$ cat config.mk
export PLATFORM = sky130hd
export DESIGN_NAME = keypad_scanner
export DESIGN_NICKNAME = d
export VERILOG_FILES = /design/src/rtl/keypad_scanner.sv
export SDC_FILE = /design/constraint.sdc
export NUM_CORES = 1
export LEC_CHECK = 0
export CORE_ASPECT_RATIO = 1.4
export CORE_MARGIN = 2
export CORE_UTILIZATION = 35
export CTS_CLUSTER_DIAMETER = 200
export DETAILED_ROUTE_END_ITERATION = 10
export DONT_BUFFER_PORTS = 1
export PLACE_DENSITY = 0.57
export SLEW_MARGIN = 20
export SYNTH_ARGS = -nofsm -noshare
export SYNTH_HDL_FRONTEND = slang
export SYNTH_SLANG_ARGS = --single-unit
export TNS_END_PERCENT = 50
$ cat constraint.sdc
create_clock -name clk_i -period 7.2 [get_ports clk_i]
set_clock_uncertainty 0.15 [all_clocks]
set_input_delay 1.08 -clock clk_i [delete_from_list [all_inputs] [get_ports clk_i]]
set_output_delay 1.08 -clock clk_i [all_outputs]
set_load 0.02 [all_outputs]
$ cat src/rtl/keypad_scanner.sv
// keypad_scanner: scans a 4x4 active-low matrix keypad one row at a time,
// debounces the whole 16-key matrix frame by frame, and hands out one key
// code per clean single-key press through a valid/ready holding register.
module keypad_scanner #(
  parameter int CLK_FREQ        = 1_000,
  parameter int SCAN_RATE       = 60,
  parameter int DEBOUNCE_FRAMES = 2
) (
  input  logic       clk_i,
  input  logic       rst_ni,
  input  logic       en_i,
  output logic [3:0] row_pins_o,
  input  logic [3:0] col_pins_i,
  output logic [3:0] key_code_o,
  output logic       key_valid_o,
  input  logic       key_ready_i,
  output logic       pressed_o,
  output logic       overflow_o
);

  // Cycles spent on each row; must leave room for the 2-flop column sync.
  localparam int SCAN_PERIOD = CLK_FREQ / (SCAN_RATE * 4);
  localparam int DIV_W       = (SCAN_PERIOD > 1) ? $clog2(SCAN_PERIOD) : 1;
  localparam int CNT_W       = $clog2(DEBOUNCE_FRAMES + 1);
  localparam logic [DIV_W-1:0] DIV_LAST = DIV_W'(SCAN_PERIOD - 1);
  localparam logic [CNT_W-1:0] CNT_MAX  = CNT_W'(DEBOUNCE_FRAMES);

  logic [3:0]       col_meta_q, col_sync_q;
  logic [DIV_W-1:0] div_q, div_d;
  logic [1:0]       row_q, row_d;
  logic [3:0]       row_pins_q, row_pins_d;
  logic [15:0]      snap_q, snap_d;
  logic [15:0]      cand_q, cand_d;
  logic [CNT_W-1:0] cnt_q, cnt_d;
  logic [15:0]      deb_q, deb_d;
  logic             pressed_q;
  logic             evt_q, evt_d;
  logic [3:0]       evt_idx_q, evt_idx_d;
  logic [3:0]       key_code_q, key_code_d;
  logic             key_valid_q, key_valid_d;
  logic             overflow_q, overflow_d;

  logic             tick, frame_end, accept;
  logic [3:0]       col_hit;

  // Two-flop synchronizer for the asynchronous column inputs (idle high).
  always_ff @(posedge clk_i or negedge rst_ni) begin
    // NOTE: every register uses <= so all flops sample pre-edge values together.
    if (!rst_ni) begin
      col_meta_q <= 4'hF;
      col_sync_q <= 4'hF;
    end else begin
      col_meta_q <= col_pins_i;
      col_sync_q <= col_meta_q;
    end
  end

  // Row divider, row walk, frame snapshot and frame-level debounce.
  always_comb begin
    // NOTE: defaults first keep this block free of inferred latches.
    tick       = en_i && (div_q == DIV_LAST);
    frame_end  = tick && (row_q == 2'd3);
    div_d      = div_q + 1'b1;
    row_d      = row_q;
    snap_d     = snap_q;
    cand_d     = cand_q;
    cnt_d      = cnt_q;
    deb_d      = deb_q;
    row_pins_d = 4'b1111 ^ (4'b1000 >> row_q);
    // Column c is wired to col_pins[3-c]; flip to key-index order.
    for (int c = 0; c < 4; c++) col_hit[c] = ~col_sync_q[3-c];

    if (!en_i) begin
      div_d      = '0;
      row_d      = 2'd0;
      snap_d     = '0;
      cand_d     = '0;
      cnt_d      = '0;
      deb_d      = '0;
      row_pins_d = 4'b1111;
    end else if (tick) begin
      div_d                      = '0;
      row_d                      = row_q + 2'd1;
      snap_d[{row_q, 2'b00} +: 4] = col_hit;
      if (frame_end) begin
        if (snap_d == cand_q) begin
          cnt_d = (cnt_q == CNT_MAX) ? cnt_q : cnt_q + 1'b1;
        end else begin
          cand_d = snap_d;
          cnt_d  = CNT_W'(1);
        end
        if (cnt_d == CNT_MAX) deb_d = cand_d;
      end
    end
  end

  // A press event is a step from no keys held to exactly one key held.
  always_comb begin
    evt_d     = en_i && (deb_q == 16'h0000) && $onehot(deb_d);
    evt_idx_d = 4'd0;
    for (int i = 0; i < 16; i++) begin
      if (deb_d[i]) evt_idx_d = 4'(i);
    end
  end

  // Holding register: load on event, clear on handshake, flag drops.
  always_comb begin
    accept      = key_valid_q & key_ready_i;
    key_valid_d = key_valid_q;
    key_code_d  = key_code_q;
    overflow_d  = 1'b0;
    if (evt_q) begin
      if (!key_valid_q || accept) begin
        key_code_d  = evt_idx_q;
        key_valid_d = 1'b1;
      end else begin
        overflow_d = 1'b1;
      end
    end else if (accept) begin
      key_valid_d = 1'b0;
    end
  end

  // State register for scan, debounce, event and holding logic.
  always_ff @(posedge clk_i or negedge rst_ni) begin
    if (!rst_ni) begin
      div_q       <= '0;
      row_q       <= 2'd0;
      row_pins_q  <= 4'b1111;
      snap_q      <= '0;
      cand_q      <= '0;
      cnt_q       <= '0;
      deb_q       <= '0;
      pressed_q   <= 1'b0;
      evt_q       <= 1'b0;
      evt_idx_q   <= 4'd0;
      key_code_q  <= 4'd0;
      key_valid_q <= 1'b0;
      overflow_q  <= 1'b0;
    end else begin
      div_q       <= div_d;
      row_q       <= row_d;
      row_pins_q  <= row_pins_d;
      snap_q      <= snap_d;
      cand_q      <= cand_d;
      cnt_q       <= cnt_d;
      deb_q       <= deb_d;
      pressed_q   <= |deb_d;
      evt_q       <= evt_d;
      evt_idx_q   <= evt_idx_d;
      key_code_q  <= key_code_d;
      key_valid_q <= key_valid_d;
      overflow_q  <= overflow_d;
    end
  end

  // Disabling the scanner releases every row immediately.
  assign row_pins_o  = en_i ? row_pins_q : 4'b1111;
  assign key_code_o  = key_code_q;
  assign key_valid_o = key_valid_q;
  assign pressed_o   = pressed_q;
  assign overflow_o  = overflow_q;

endmodule
---- Word-level counts from Yosys, hierarchy flattened ----
Cells that the tools add are included.
operators by class
  $add $sub $neg .......................... 19
  bitwise logic cells ..................... 6
  eq/ne operators ......................... 9
  reduce and logical (&&, ||, !) cells .... 12
  shift-type cells ........................ 3
  muxes and demuxes ....................... 45
operator list
  operator                                               count
  2-to-1 mux 16 bit                                      10
  2-to-1 mux 4 bit                                       16
  2-to-1 mux 2 bit                                       12
  adder 1 x 1 -> 2 bit                                   8
  bitwise mux 16 bit                                     1
  equality test 16 bit                                   1
  logical NOT 16 bit                                     1
  OR reduction 16 bit                                    1
  variable shift 4 x 6 -> 16 bit (first input constant)  1
  variable part select 4 x 6 -> 16 bit                   1
  adder 2 x 2 -> 3 bit                                   4
  adder 3 x 3 -> 4 bit                                   2
  equality test 2 bit (second input constant)            4
  adder 2 x 1 -> 2 bit (second input constant)           3
  2-to-1 mux 1 bit                                       6
  != test 2 x 1 -> 1 bit (second input constant)         3
  negation 4 -> 6 bit                                    1
  AND reduction 2 bit                                    3
  adder 4 x 4 -> 5 bit                                   1
  equality test 5 x 1 -> 1 bit (second input constant)   1
  logical AND 1 bit                                      4
  NOT 1 bit                                              4
  NOT 4 bit                                              1
  right shift 4 x 2 -> 4 bit (first input constant)      1
  4 further kinds                                        4
word-level totals
  output and inout port bits .............. 11
  register bits ........................... 78
  word-level logic and storage cells ...... 109
  input bits .............................. 8

---- Logic depth before layout (Yosys ltp) ----
  word-level depth ........................ 28
  depth in mapped cells ................... 26
  mapped depth without buffers ............ 23

---- Worst setup path before layout ----
No wires, ideal clock.
  kind .................................... flip-flop to flip-flop
  from .................................... register row_q[0]
  to ...................................... register evt_q
  path buffers ............................ 3
  slack ................................... 0.950 ns
  period minus slack after synthesis ...... 6.250 ns
  cell stages (with the launch flop) ...... 25
  library setup time ...................... 0.086 ns
  data required time ...................... 6.964 ns
  arrival ................................. 6.014 ns
  cells stage by stage .................... dfrtp_1 > buf_4 > inv_1 > ha_1 > or4b_4 > and3_1 > nor4_2 > and2b_1 > nand4_2 > nor3_4 > buf_6 > buf_6 > nor2_1 > a211oi_2 > fa_1 > inv_1 > fa_1 > fa_1 > fa_1 > inv_1 > ha_1 > fa_1 > nor4_1 > nand4_1 > nor3_1
between the ends
  word-level cells in the longest chain between the ends .. 19
  elaborated cells on any way between the ends .. 34
  those cells by class .................... 16 x add/sub; 4 x eq/ne; 2 x shift; 10 x mux; 2 x reduce/logical
RTL lines
  item                                                                                    line  text
  start: declaration                                                                      30    logic [1:0] row_q, row_d;
  start signal: assignment                                                                142   row_q <= row_d;
  negation 4 -> 6 bit                                                                     84    snap_d[{row_q, 2'b00} +: 4] = col_hit;
  variable part select 4 x 6 -> 16 bit or variable shift 4 x 6 -> 16 bit (tied branches)  84
  bitwise mux 16 bit                                                                      84
  equality test 16 bit                                                                    86    if (snap_d == cand_q) begin
  2-to-1 mux 2 bit                                                                        86
  2-to-1 mux 2 bit                                                                        85    if (frame_end) begin
  2-to-1 mux 2 bit                                                                        81    end else if (tick) begin
  2-to-1 mux 2 bit                                                                        73    if (!en_i) begin
  [... 5 more ...]                                                                        n/a
  net deb_d[9]                                                                            35    logic [15:0] deb_q, deb_d;
  adder 1 x 1 -> 2 bit (implied by the code) (*)                                          99    evt_d = en_i && (deb_q == 16'h0000) && $onehot(deb_d);
  adder 2 x 2 -> 3 bit (implied by the code) (*)                                          99
  adder 3 x 3 -> 4 bit (implied by the code) (*)                                          99
  adder 4 x 4 -> 5 bit (implied by the code) (*)                                          99
  equality test 5 x 1 -> 1 bit (*)                                                        99
  logical AND 1 bit (*)                                                                   99
  net evt_d                                                                               37    logic evt_q, evt_d;
  end signal: assignment                                                                  149   evt_q <= evt_d;
  end: declaration                                                                        37
Mark *: on every way through the listed nets, which the timed path passes. The rest lies on a longest branch. The select of a mux whose other input is x is not followed.
A chain may end at the register's enable or synchronous reset.

---- Worst setup path in the final report ----
  from .................................... register row_q[1]
  to ...................................... register evt_q
between the ends
  word-level cells in the longest chain between the ends .. 19
  elaborated cells on any way between the ends .. 34
  those cells by class .................... 16 x add/sub; 4 x eq/ne; 2 x shift; 10 x mux; 2 x reduce/logical
RTL lines
  item                                                                                    line
  negation 4 -> 6 bit                                                                     84
  variable part select 4 x 6 -> 16 bit or variable shift 4 x 6 -> 16 bit (tied branches)  84
  bitwise mux 16 bit                                                                      84
  equality test 16 bit                                                                    86
  2-to-1 mux 2 bit                                                                        86
  2-to-1 mux 2 bit                                                                        85
  2-to-1 mux 2 bit                                                                        81
  2-to-1 mux 2 bit                                                                        73
  [... 4 more ...]                                                                        n/a
  2-to-1 mux 16 bit (*)                                                                   73
  adder 1 x 1 -> 2 bit (implied by the code)                                              99
  adder 2 x 2 -> 3 bit (implied by the code)                                              99
  adder 3 x 3 -> 4 bit (implied by the code)                                              99
  adder 4 x 4 -> 5 bit (implied by the code) (*)                                          99
  equality test 5 x 1 -> 1 bit (*)                                                        99
  logical AND 1 bit (*)                                                                   99
  net evt_d                                                                               37
Marks and branches as above.

==> results.yml <==
floorplanning:
  die_w_um: 101
  fp.coreArea_mm2: 0.0129
  rows: 49
  io_pins: 19
  start_util: 0.361
  dieHeight_um: 140
  dieArea_mm2: 0.0142
setup_path:
  setup.worst_path.start: "row_q[1]$_DFFE_PN0P_"
  arrival_ps: 6890
  cp-end-kind: "flop"
  cp-start-kind: "flop"
  path_class: "reg -> reg"
  cp_max_fo: 13
  cp_slowest_cell: "or4b_4"
  path_buf_inv: 2
  r2r-start: "row_q[1]$_DFFE_PN0P_"
  slowest_delay_ps: 580
  critical_path.top_delay_family: "adder cells"
  crit_chain: "inv_1 -> ha_1 -> or4b_4 -> and3_1 -> nor4_2 -> nor4b_2 -> nand4_1 -> nor2_1 -> a21oi_1 -> nand2b_1 -> fa_1 -> fa_1 -> fa_1 -> fa_1 -> inv_1 -> ha_1 -> fa_1 -> nor4_1 -> nand4_1 -> nor3_1"
  rrSetupSlack_ps: 420
  path_common_cell: "fa_1"
  required_ps: 7310
logic_synthesis:
  syn_inst: 477
  ys_types: 74
  postSynth.asyncResetShare: 1.00
  synth_edf_count: 0
  syn_nets: 508
  ys_seq_area_frac: 0.424
  ys.flop_type: "dfrtp_1"
  ys_ff_latch: 78
  avgSynthCellArea_um2: 9.73
  ys_warn_count: 0
  netlist_area_mm2: 0.00464
clocking:
  clk_pin_slew_ps: 60
  cts_resized: 0
  cts_max_path_buffers: 2
  clk_latency_ps: 340
  cts_made_buffers: 9
  htreeDepth: 3
  clockRootBuffer: "clkbuf_16"
  cts_tree: "done"
  clkSinkCount: 78
placed_design:
  dp_hpwl_mm: 8.27
  place.gp.congestion: 0.884
  port_buffers: 0
  placedCellCount: 610
grt:
  antenna_found_initial: 0
  grt_pass1_wl_mm: 19.1
  grt_pass1_vias: 3514
  grt_overflow: 0
  grt_usage: 0.176
  grt_max_degree: 79
timing:
  fin_crit_sh: 0.942
  rsz0062_at_grt: "no"
  fin_crit_ps: 6780
  setup_violations: 0
  fin_setup_tns_ps: 0
  hold_violations: 0
  tightest_slew_ps: 688
  max_slew_margin: 0.537
  slew_violations: 0
  clock.fmax_mhz: 147
hold_path:
  hold_path_class: "reg -> reg"
  min_from: "col_meta_q[2]$_DFF_PN1_"
final_layout:
  finalNetCount: 501
  final_common_cell: "dfrtp_1"
  register_area_mm2: 0.00197
  fillers: 1292
  final_cell_mix: "dfrtp_1 (66), nor2_1 (57), nand2_1 (34)"
  n_antenna_cell: 0
  layout-drive-gt1-share: 0.156
  final_cells: 628
  multiInputGateArea_mm2: 0.00239
  area_growth_pct: 9.33
routing:
  drtAntennaViolNets: 0
  drc: 0
  vias: 3462
  firstDrtPassIters: 4
  wirelength_mm: 11.5
  wire_per_inst_um: 18.3
  via_per_inst: 5.51
  drt_first_iter_violations: 235
power:
  power-per-cell-area_mw_per_mm2: 198
  p_leak_nw: 2.20
  vdd_drop_max_mv: 0.115
run:
  drv_cap: 0
status:
  outcome: "completed"
## flip-flops by register name, indices dropped and copies added (netlist names)
signal,flops
snap_q,16
key_valid_o,1
row_pins_q,4
pressed_o,1
row_q,2
col_meta_q,4
evt_q,1
deb_q,16
cnt_q,2
div_q,2
key_code_o,4
evt_idx_q,4
overflow_o,1
col_sync_q,4
cand_q,16
## layer usage
layer,GRT usage,vias up,share of wire
li1,-,1671,-
met4,0.0939,0,0.038
met2,0.296,64,0.53
met3,0.0334,27,0.033
met1,0.210,1700,0.40
met5,0,-,0
## worst paths after layout
kind,endpoint,depth (start not counted)
max,evt_q$_DFF_PN0_,20
min reg2reg,col_sync_q[2]$_DFF_PN1_,0
min in group asynchronous,div_q[1]$_DFF_PN0_,0
max in group asynchronous,col_sync_q[3]$_DFF_PN1_,0
max reg2reg,evt_q$_DFF_PN0_,20
min,col_sync_q[2]$_DFF_PN1_,0
## final cells by class
class / count / share of cell area
inverter: 35 / 0.0259
timing repair buffer: 12 / 0.0202
clock inverter: 7 / 0.0128
sequential: 78 / 0.388
clock buffer: 9 / 0.0444
tap: 153 / 0.0377
multi-input combinational: 334 / 0.471
## per-stage QoR
stage | hold WS [ps] | total power [mW] | area (µm²) | util | setup WS, ps
floorplan | 195 | 0.541 | 4640 | - | 950
global placement | 196 | 0.563 | 4760 | 0.369 | 614
detailed placement | 197 | 0.563 | 4760 | 0.369 | 395
CTS | 203 | 1.02 | 5050 | 0.392 | 340
global route | 209 | 1.04 | 5070 | 0.394 | 171
finish | 201 | 1.00 | 5070 | 0.394 | 417
## where the power goes
group / switching, mW / internal (mW) / leakage [nW]
combinational: 0.0616 / 0.0355 / 1.02
sequential: 0.00845 / 0.451 / 1.04
clock: 0.181 / 0.266 / 0.141
total: 0.251 / 0.752 / 2.20
## cells in the mapped netlist, drive strengths merged, types with 7 or more instances
master,instances,area share
dfstp,12,0.068
dfrtp,66,0.36
nor3,8,0.011
xnor2,7,0.013
nand2,34,0.027
nand4,7,0.011
a21oi,14,0.015
o211ai,9,0.016
buf,13,0.019
ha,13,0.035
nand2b,18,0.024
nor2,57,0.046
and2,7,0.0094
nand3,11,0.012
fa,10,0.043
mux2i,9,0.022
clkbuf,17,0.014
o21ai,8,0.0094
inv,35,0.028
nor4,8,0.015
a211oi,34,0.058
nor2b,7,0.0094
## cells by family after synthesis
| group | share of synthesized area |
|---|---|
| simple gates | 0.208 |
| compound gates | 0.177 |
| flops | 0.424 |
| buf+inv | 0.0609 |
| fa+ha+maj | 0.0782 |
| mux | 0.0315 |
| xor+xnor | 0.0208 |
## timing repair
action	in CTS	in global routing
hold buffers	0	0
setup endpoints to repair	0	1
buffers inserted	0	2
Note: power is estimated with default switching activity, not from simulation.
